[config.mk]
export PLATFORM = sky130hd
export DESIGN_NAME = tree_space_arbiter
export DESIGN_NICKNAME = d
export VERILOG_FILES = /design/src/rtl/tree_space_arbiter.sv
export SDC_FILE = /design/constraint.sdc
export NUM_CORES = 1
export LEC_CHECK = 0
export BUFFER_PORTS_ARGS = -buffer_cell sky130_fd_sc_hd__buf_2
export CORE_ASPECT_RATIO = 0.75
export CORE_MARGIN = 2
export CORE_UTILIZATION = 50
export DETAILED_ROUTE_END_ITERATION = 6
export GPL_TIMING_DRIVEN = 1
export HOLD_SLACK_MARGIN = 0.08
export MAX_ROUTING_LAYER = met4
export PLACE_DENSITY = 0.95
export SETUP_SLACK_MARGIN = 0.15
export SLEW_MARGIN = 5
export SYNTH_ARGS = -nofsm -noshare
export SYNTH_HDL_FRONTEND = slang
export SYNTH_SLANG_ARGS = --single-unit
[constraint.sdc]
create_clock -name aclk -period 9 [get_ports aclk]
set_input_delay 1.8 -clock aclk [delete_from_list [all_inputs] [get_ports aclk]]
set_output_delay 1.8 -clock aclk [all_outputs]
set_load 0.03 [all_outputs]
[src/rtl/tree_space_arbiter.sv]
// Shares one tree-RAM space manager between NB_REQ requesters: independent
// round-robin arbiters for node allocation and node release, plus an in-use counter.
module tree_space_arbiter #(
  parameter int RAM_ADDR_WIDTH = 16,
  parameter int NB_REQ         = 2,
  localparam int IDX_W         = (NB_REQ > 1) ? $clog2(NB_REQ) : 1
) (
  input  logic                             aclk,
  input  logic                             aresetn,
  // allocation requesters
  input  logic [NB_REQ-1:0]                req_valid,
  output logic [NB_REQ-1:0]                req_ready,
  output logic [RAM_ADDR_WIDTH-1:0]        req_addr,
  // release requesters
  input  logic [NB_REQ-1:0]                free_valid,
  output logic [NB_REQ-1:0]                free_ready,
  input  logic [NB_REQ*RAM_ADDR_WIDTH-1:0] free_addr,
  // space manager allocation channel
  output logic                             mgr_req_valid,
  input  logic                             mgr_req_ready,
  input  logic [RAM_ADDR_WIDTH-1:0]        mgr_req_addr,
  // space manager release channel
  output logic                             mgr_free_valid,
  input  logic                             mgr_free_ready,
  output logic [RAM_ADDR_WIDTH-1:0]        mgr_free_addr,
  input  logic                             mgr_full,
  // status
  output logic [RAM_ADDR_WIDTH:0]          used_count,
  output logic                             free_err,
  // debug visibility of both arbiters
  output logic                             dbg_alloc_state_o,
  output logic [IDX_W-1:0]                 dbg_alloc_ptr_o,
  output logic                             dbg_free_state_o,
  output logic [IDX_W-1:0]                 dbg_free_ptr_o
);

  // Handshake: a transfer happens in the cycle where a valid and its ready are
  // both high; the requester-side ready is a combinational copy of the manager
  // ready, gated to the current grantee, so it pulses only in that cycle.

  typedef enum logic {
    ST_IDLE  = 1'b0,
    ST_GRANT = 1'b1
  } state_e;

  localparam logic [RAM_ADDR_WIDTH:0] USED_MAX = {1'b1, {RAM_ADDR_WIDTH{1'b0}}};

  // First set bit of v at or after p, wrapping modulo NB_REQ.
  function automatic logic [IDX_W-1:0] rr_pick(input logic [NB_REQ-1:0] v,
                                               input logic [IDX_W-1:0]  p);
    logic           found;
    logic [IDX_W-1:0] sel;
    int             idx;
    found = 1'b0;
    sel   = p;
    for (int i = 0; i < NB_REQ; i++) begin
      idx = (int'(p) + i) % NB_REQ;
      if (!found && v[idx]) begin
        found = 1'b1;
        sel   = IDX_W'(idx);
      end
    end
    return sel;
  endfunction

  function automatic logic [IDX_W-1:0] next_idx(input logic [IDX_W-1:0] g);
    if (int'(g) == NB_REQ - 1) return '0;
    return g + 1'b1;
  endfunction

  // ---------------------------------------------------------------------------
  // Allocation arbiter
  // ---------------------------------------------------------------------------
  state_e           a_state_q, a_state_d;
  logic [IDX_W-1:0] a_grant_q, a_grant_d;
  logic [IDX_W-1:0] a_ptr_q,   a_ptr_d;
  logic             a_gnt_valid;
  logic             a_xfer;

  assign a_gnt_valid = req_valid[a_grant_q];
  assign a_xfer      = (a_state_q == ST_GRANT) && a_gnt_valid && mgr_req_ready;

  always_ff @(posedge aclk or negedge aresetn) begin
    if (!aresetn) begin
      a_state_q <= ST_IDLE;
      a_grant_q <= '0;
      a_ptr_q   <= '0;
    end else begin
      a_state_q <= a_state_d;
      a_grant_q <= a_grant_d;
      a_ptr_q   <= a_ptr_d;
    end
  end

  always_comb begin
    a_state_d = a_state_q;
    a_grant_d = a_grant_q;
    a_ptr_d   = a_ptr_q;
    case (a_state_q)
      ST_IDLE: begin
        // A full manager blocks new grants; an existing grant is not revoked.
        if ((|req_valid) && !mgr_full) begin
          a_grant_d = rr_pick(req_valid, a_ptr_q);
          a_state_d = ST_GRANT;
        end
      end
      ST_GRANT: begin
        if (a_xfer) begin
          a_state_d = ST_IDLE;
          a_ptr_d   = next_idx(a_grant_q);
        end else if (!a_gnt_valid) begin
          a_state_d = ST_IDLE;
        end
      end
      default: a_state_d = ST_IDLE;
    endcase
  end

  always_comb begin
    mgr_req_valid = 1'b0;
    req_ready     = '0;
    if (a_state_q == ST_GRANT) begin
      mgr_req_valid        = a_gnt_valid;
      req_ready[a_grant_q] = a_xfer;
    end
  end

  assign req_addr = mgr_req_addr;

  // ---------------------------------------------------------------------------
  // Release arbiter
  // ---------------------------------------------------------------------------
  state_e           f_state_q, f_state_d;
  logic [IDX_W-1:0] f_grant_q, f_grant_d;
  logic [IDX_W-1:0] f_ptr_q,   f_ptr_d;
  logic             f_gnt_valid;
  logic             f_xfer;

  assign f_gnt_valid = free_valid[f_grant_q];
  assign f_xfer      = (f_state_q == ST_GRANT) && f_gnt_valid && mgr_free_ready;

  always_ff @(posedge aclk or negedge aresetn) begin
    if (!aresetn) begin
      f_state_q <= ST_IDLE;
      f_grant_q <= '0;
      f_ptr_q   <= '0;
    end else begin
      f_state_q <= f_state_d;
      f_grant_q <= f_grant_d;
      f_ptr_q   <= f_ptr_d;
    end
  end

  always_comb begin
    f_state_d = f_state_q;
    f_grant_d = f_grant_q;
    f_ptr_d   = f_ptr_q;
    case (f_state_q)
      ST_IDLE: begin
        if (|free_valid) begin
          f_grant_d = rr_pick(free_valid, f_ptr_q);
          f_state_d = ST_GRANT;
        end
      end
      ST_GRANT: begin
        if (f_xfer) begin
          f_state_d = ST_IDLE;
          f_ptr_d   = next_idx(f_grant_q);
        end else if (!f_gnt_valid) begin
          f_state_d = ST_IDLE;
        end
      end
      default: f_state_d = ST_IDLE;
    endcase
  end

  always_comb begin
    mgr_free_valid = 1'b0;
    mgr_free_addr  = '0;
    free_ready     = '0;
    if (f_state_q == ST_GRANT) begin
      mgr_free_valid        = f_gnt_valid;
      mgr_free_addr         = free_addr[int'(f_grant_q)*RAM_ADDR_WIDTH +: RAM_ADDR_WIDTH];
      free_ready[f_grant_q] = f_xfer;
    end
  end

  // ---------------------------------------------------------------------------
  // In-use node counter and release-underflow flag
  // ---------------------------------------------------------------------------
  logic [RAM_ADDR_WIDTH:0] used_q, used_d;
  logic                    err_q,  err_d;

  always_comb begin
    used_d = used_q;
    err_d  = err_q;
    if (a_xfer && !f_xfer) begin
      if (used_q != USED_MAX) used_d = used_q + 1'b1;
    end else if (f_xfer && !a_xfer) begin
      // Releasing with nothing allocated is a requester bug; remember it.
      if (used_q != '0) used_d = used_q - 1'b1;
      else              err_d  = 1'b1;
    end
  end

  always_ff @(posedge aclk or negedge aresetn) begin
    if (!aresetn) begin
      used_q <= '0;
      err_q  <= 1'b0;
    end else begin
      used_q <= used_d;
      err_q  <= err_d;
    end
  end

  assign used_count = used_q;
  assign free_err   = err_q;

  assign dbg_alloc_state_o = a_state_q;
  assign dbg_alloc_ptr_o   = a_ptr_q;
  assign dbg_free_state_o  = f_state_q;
  assign dbg_free_ptr_o    = f_ptr_q;

endmodule

==> reports/metrics.yaml <==
die:
  initial_core_util_pct: 51.4
  die_width_um: 81.8
  core.rowCount: 21
  core_area_mm2: 0.00441
  pin_count: 117
  fp.dieH_um: 62.3
  die_area_mm2: 0.00509
worst_setup_path:
  endpoint_kind: "flip-flop"
  cp_slowest_cell: "ha_1"
  cp_cell_sequence: "buf_2 > mux2i_1 > nor2b_1 > nand2_1 > inv_1 > ha_1 > inv_1 > ha_1 > a21oi_1 > o21bai_1 > a21o_1 > nor3b_1 > a311oi_1 > nand3_1"
  path_max_fanout: 17
  cp.required_ns: 9.16
  worstPathArrival_ns: 4.70
  r2r_cells: 12
  crit_type: "input pin to flip-flop"
  path_depth: 14
  start_kind: "input pin"
  path_buf_inv: 3
  crit_path_max_incr_delay_ns: 0.51
  critical-path-top-delay-family: "compound AO/OA/AOI/OAI gates"
worst_hold_path:
  min_path_type: "flip-flop to flip-flop"
  hold_path_depth: 1
logic_synthesis:
  synthMostInstantiatedCell: "nand2_1"
  ys_seq_elements: 24
  netlist_instances: 271
  synth_edf_count: 0
  ys_top_cells_by_count: "31 x nand2_1, 28 x nor2_1, 24 x dfrtp_1"
  netlist_area_mm2: 0.00227
  yosysTopAreaCellShare_pct: 26.5
  synthFlopType: "dfrtp_1"
  ys_warn_count: 0
  syn_avg_cell_area_um2: 8.37
  synth.yosys.seq_area_share_pct: 26.5
  yosysTopAreaCell: "dfrtp_1"
  yosysUniqueCellTypes: 50
  async_flop_share_pct: 100
  synth_top_cells_by_area: "dfrtp_1 26%, ha_1 9.9%, mux2i_1 7.9%"
  syn-num-nets: 347
global_route:
  grt_pass1_vias: 2109
  antenna_found_initial: 0
  grt_max_degree: 41
  grtUsageTotal_pct: 23.8
  grt_pass1_wl_um: 9550
  grt-ovfl-total: 0
placement:
  place_congestion: 0.940
  dp_hpwl_um: 4420
  io_buffers: 84
final_layout:
  fin_nets: 411
  synthToLayoutAreaGrowth_pct: 17.4
  diodes: 0
  fillCellCount: 408
  layout-drive-gt1-share_pct: 29.0
job:
  drv_cap: 0
clocking:
  cts.htree.levels: 1
  post_cts_buffers: 0
  cts_made_buffers: 3
  path_clk_slew_ns: 0.09
  cts_hold_buf: 0
  cts.sink_count: 24
  root_buffer: "clkbuf_8"
  clkLatencyLatePin_ns: 0.27
  cts_resized: 0
  cts_tree: "done"
  cts.path.max_buffers: 2
power:
  power.density_mw_per_mm2: 408
  ir_drop_v: 0.000255
  pwr-share-comb_pct: 69.9
  pwr-share-seq_pct: 21.2
  p_leak_nw: 1.41
  p_sw_uw: 583
  switching_share_pct: 53.7
  internal-power_uw: 502
  pwr-share-clk_pct: 9.0
routing:
  wl_per_cell_um: 15.0
  viasPerCell: 5.74
  vias: 2246
  drt_wl_total_um: 5880
  drc: 0
  dr.pass1.iters: 4
  ant_nets: 0
  drt_iter0_drc: 87
timing:
  hold_viol: 0
  max_slew.worst_pin.slew_ns: 0.949
  period_minus_slack_ns: 4.55
  clock_skew_ns: 0.00322
  setup_viol_count_final: 0
  fin_tns_setup_ns: 0
  slew_viol_final: 0
  holdWs_ns: 0.492
  grt_setup_unrepaired: "false"
  fin_crit_sh_pct: 50.5
  maxSlewHeadroom_pct: 36.7
  clock.fmax_ghz: 0.220
run_status:
  status: "completed"
-- cell usage in the layout (no fill, tap or decap), types with 5 or more instances in the layout --
master,count
inv_1,9
o21ai_0,19
a21oi_1,13
nor4_1,6
mux2i_1,18
nor2_1,28
nand2_1,31
a31oi_1,5
dfrtp_1,24
buf_2,84
xor2_1,7
ha_1,18
a21o_1,11
-- power groups by stage --
stage	Sequential [mW]	Combinational (mW)	Clock [mW]
finish	0.230	0.758	0.0975
global route	0.240	0.832	0.104
CTS	0.229	0.752	0.100
detailed placement	0.230	0.746	0
global placement	0.228	0.716	0
floorplan	0.283	0.525	0
-- cell type report --
cell class / count / area [um^2] / share of cell area [%]
inverter: 10 / 37.5 / 1.41
clock inverter: 1 / 30.0 / 1.13
sequential: 24 / 601 / 22.6
multi-input combinational: 212 / 1460 / 54.9
timing repair buffer: 84 / 420 / 15.8
clock buffer: 3 / 41.3 / 1.55
tap: 57 / 71.3 / 2.68
-- flip-flops by register name, indices dropped and copies added, names as in the netlist --
register	count
dbg_alloc_ptr_o	1
a_grant_q	1
dbg_alloc_state_o	1
f_grant_q	1
dbg_free_state_o	1
free_err	1
used_count	17
dbg_free_ptr_o	1
-- per-layer routing --
| metal | part of all wire, % | GRT usage (%) |
|---|---|---|
| met5 | 0 | - |
| met3 | 7.1 | 3.63 |
| met2 | 49 | 39.1 |
| met1 | 43 | 30.6 |
| met4 | 0.90 | 5.42 |
-- metrics by stage --
step                      utilization [%]  cells  total power [mW]  area, um^2  setup WS, ns
after CTS                            60.3    391              1.08        2660          4.52
after detailed placement             58.7    387             0.976        2590          4.25
after global placement               58.7    387             0.944        2590          4.41
after floorplan                         -    271             0.809        2270          4.17
final                                60.3    391              1.08        2660          4.45
after global routing                 60.3    391              1.18        2660          4.22
-- logic make-up (layout without fill, tap and decap cells) --
group | count (synthesis) | after routing | share of synthesized area (%)
xor+xnor | 11 | 11 | 4.25
compound gates | 70 | 70 | 21.5
flops | 24 | 24 | 26.5
simple gates | 94 | 94 | 19.9
fa+ha+maj | 19 | 19 | 10.8
buf+inv | 35 | 98 | 9.11
mux | 18 | 18 | 7.95
-- final timing paths --
kind | to | from | slack, ns
min in group asynchronous | used_count[7]$_DFFE_PN0P_ | aresetn | 1.51
min | free_err$_DFFE_PN0P_ | free_err$_DFFE_PN0P_ | 0.49
max in group asynchronous | used_count[3]$_DFFE_PN0P_ | aresetn | 7.12
max reg2reg | used_count[15]$_DFFE_PN0P_ | f_grant_q$_DFFE_PN0P_ | 5.06
max | used_count[15]$_DFFE_PN0P_ | req_valid[1] | 4.45
min reg2reg | free_err$_DFFE_PN0P_ | free_err$_DFFE_PN0P_ | 0.49
(Power assumes the default switching activity.)
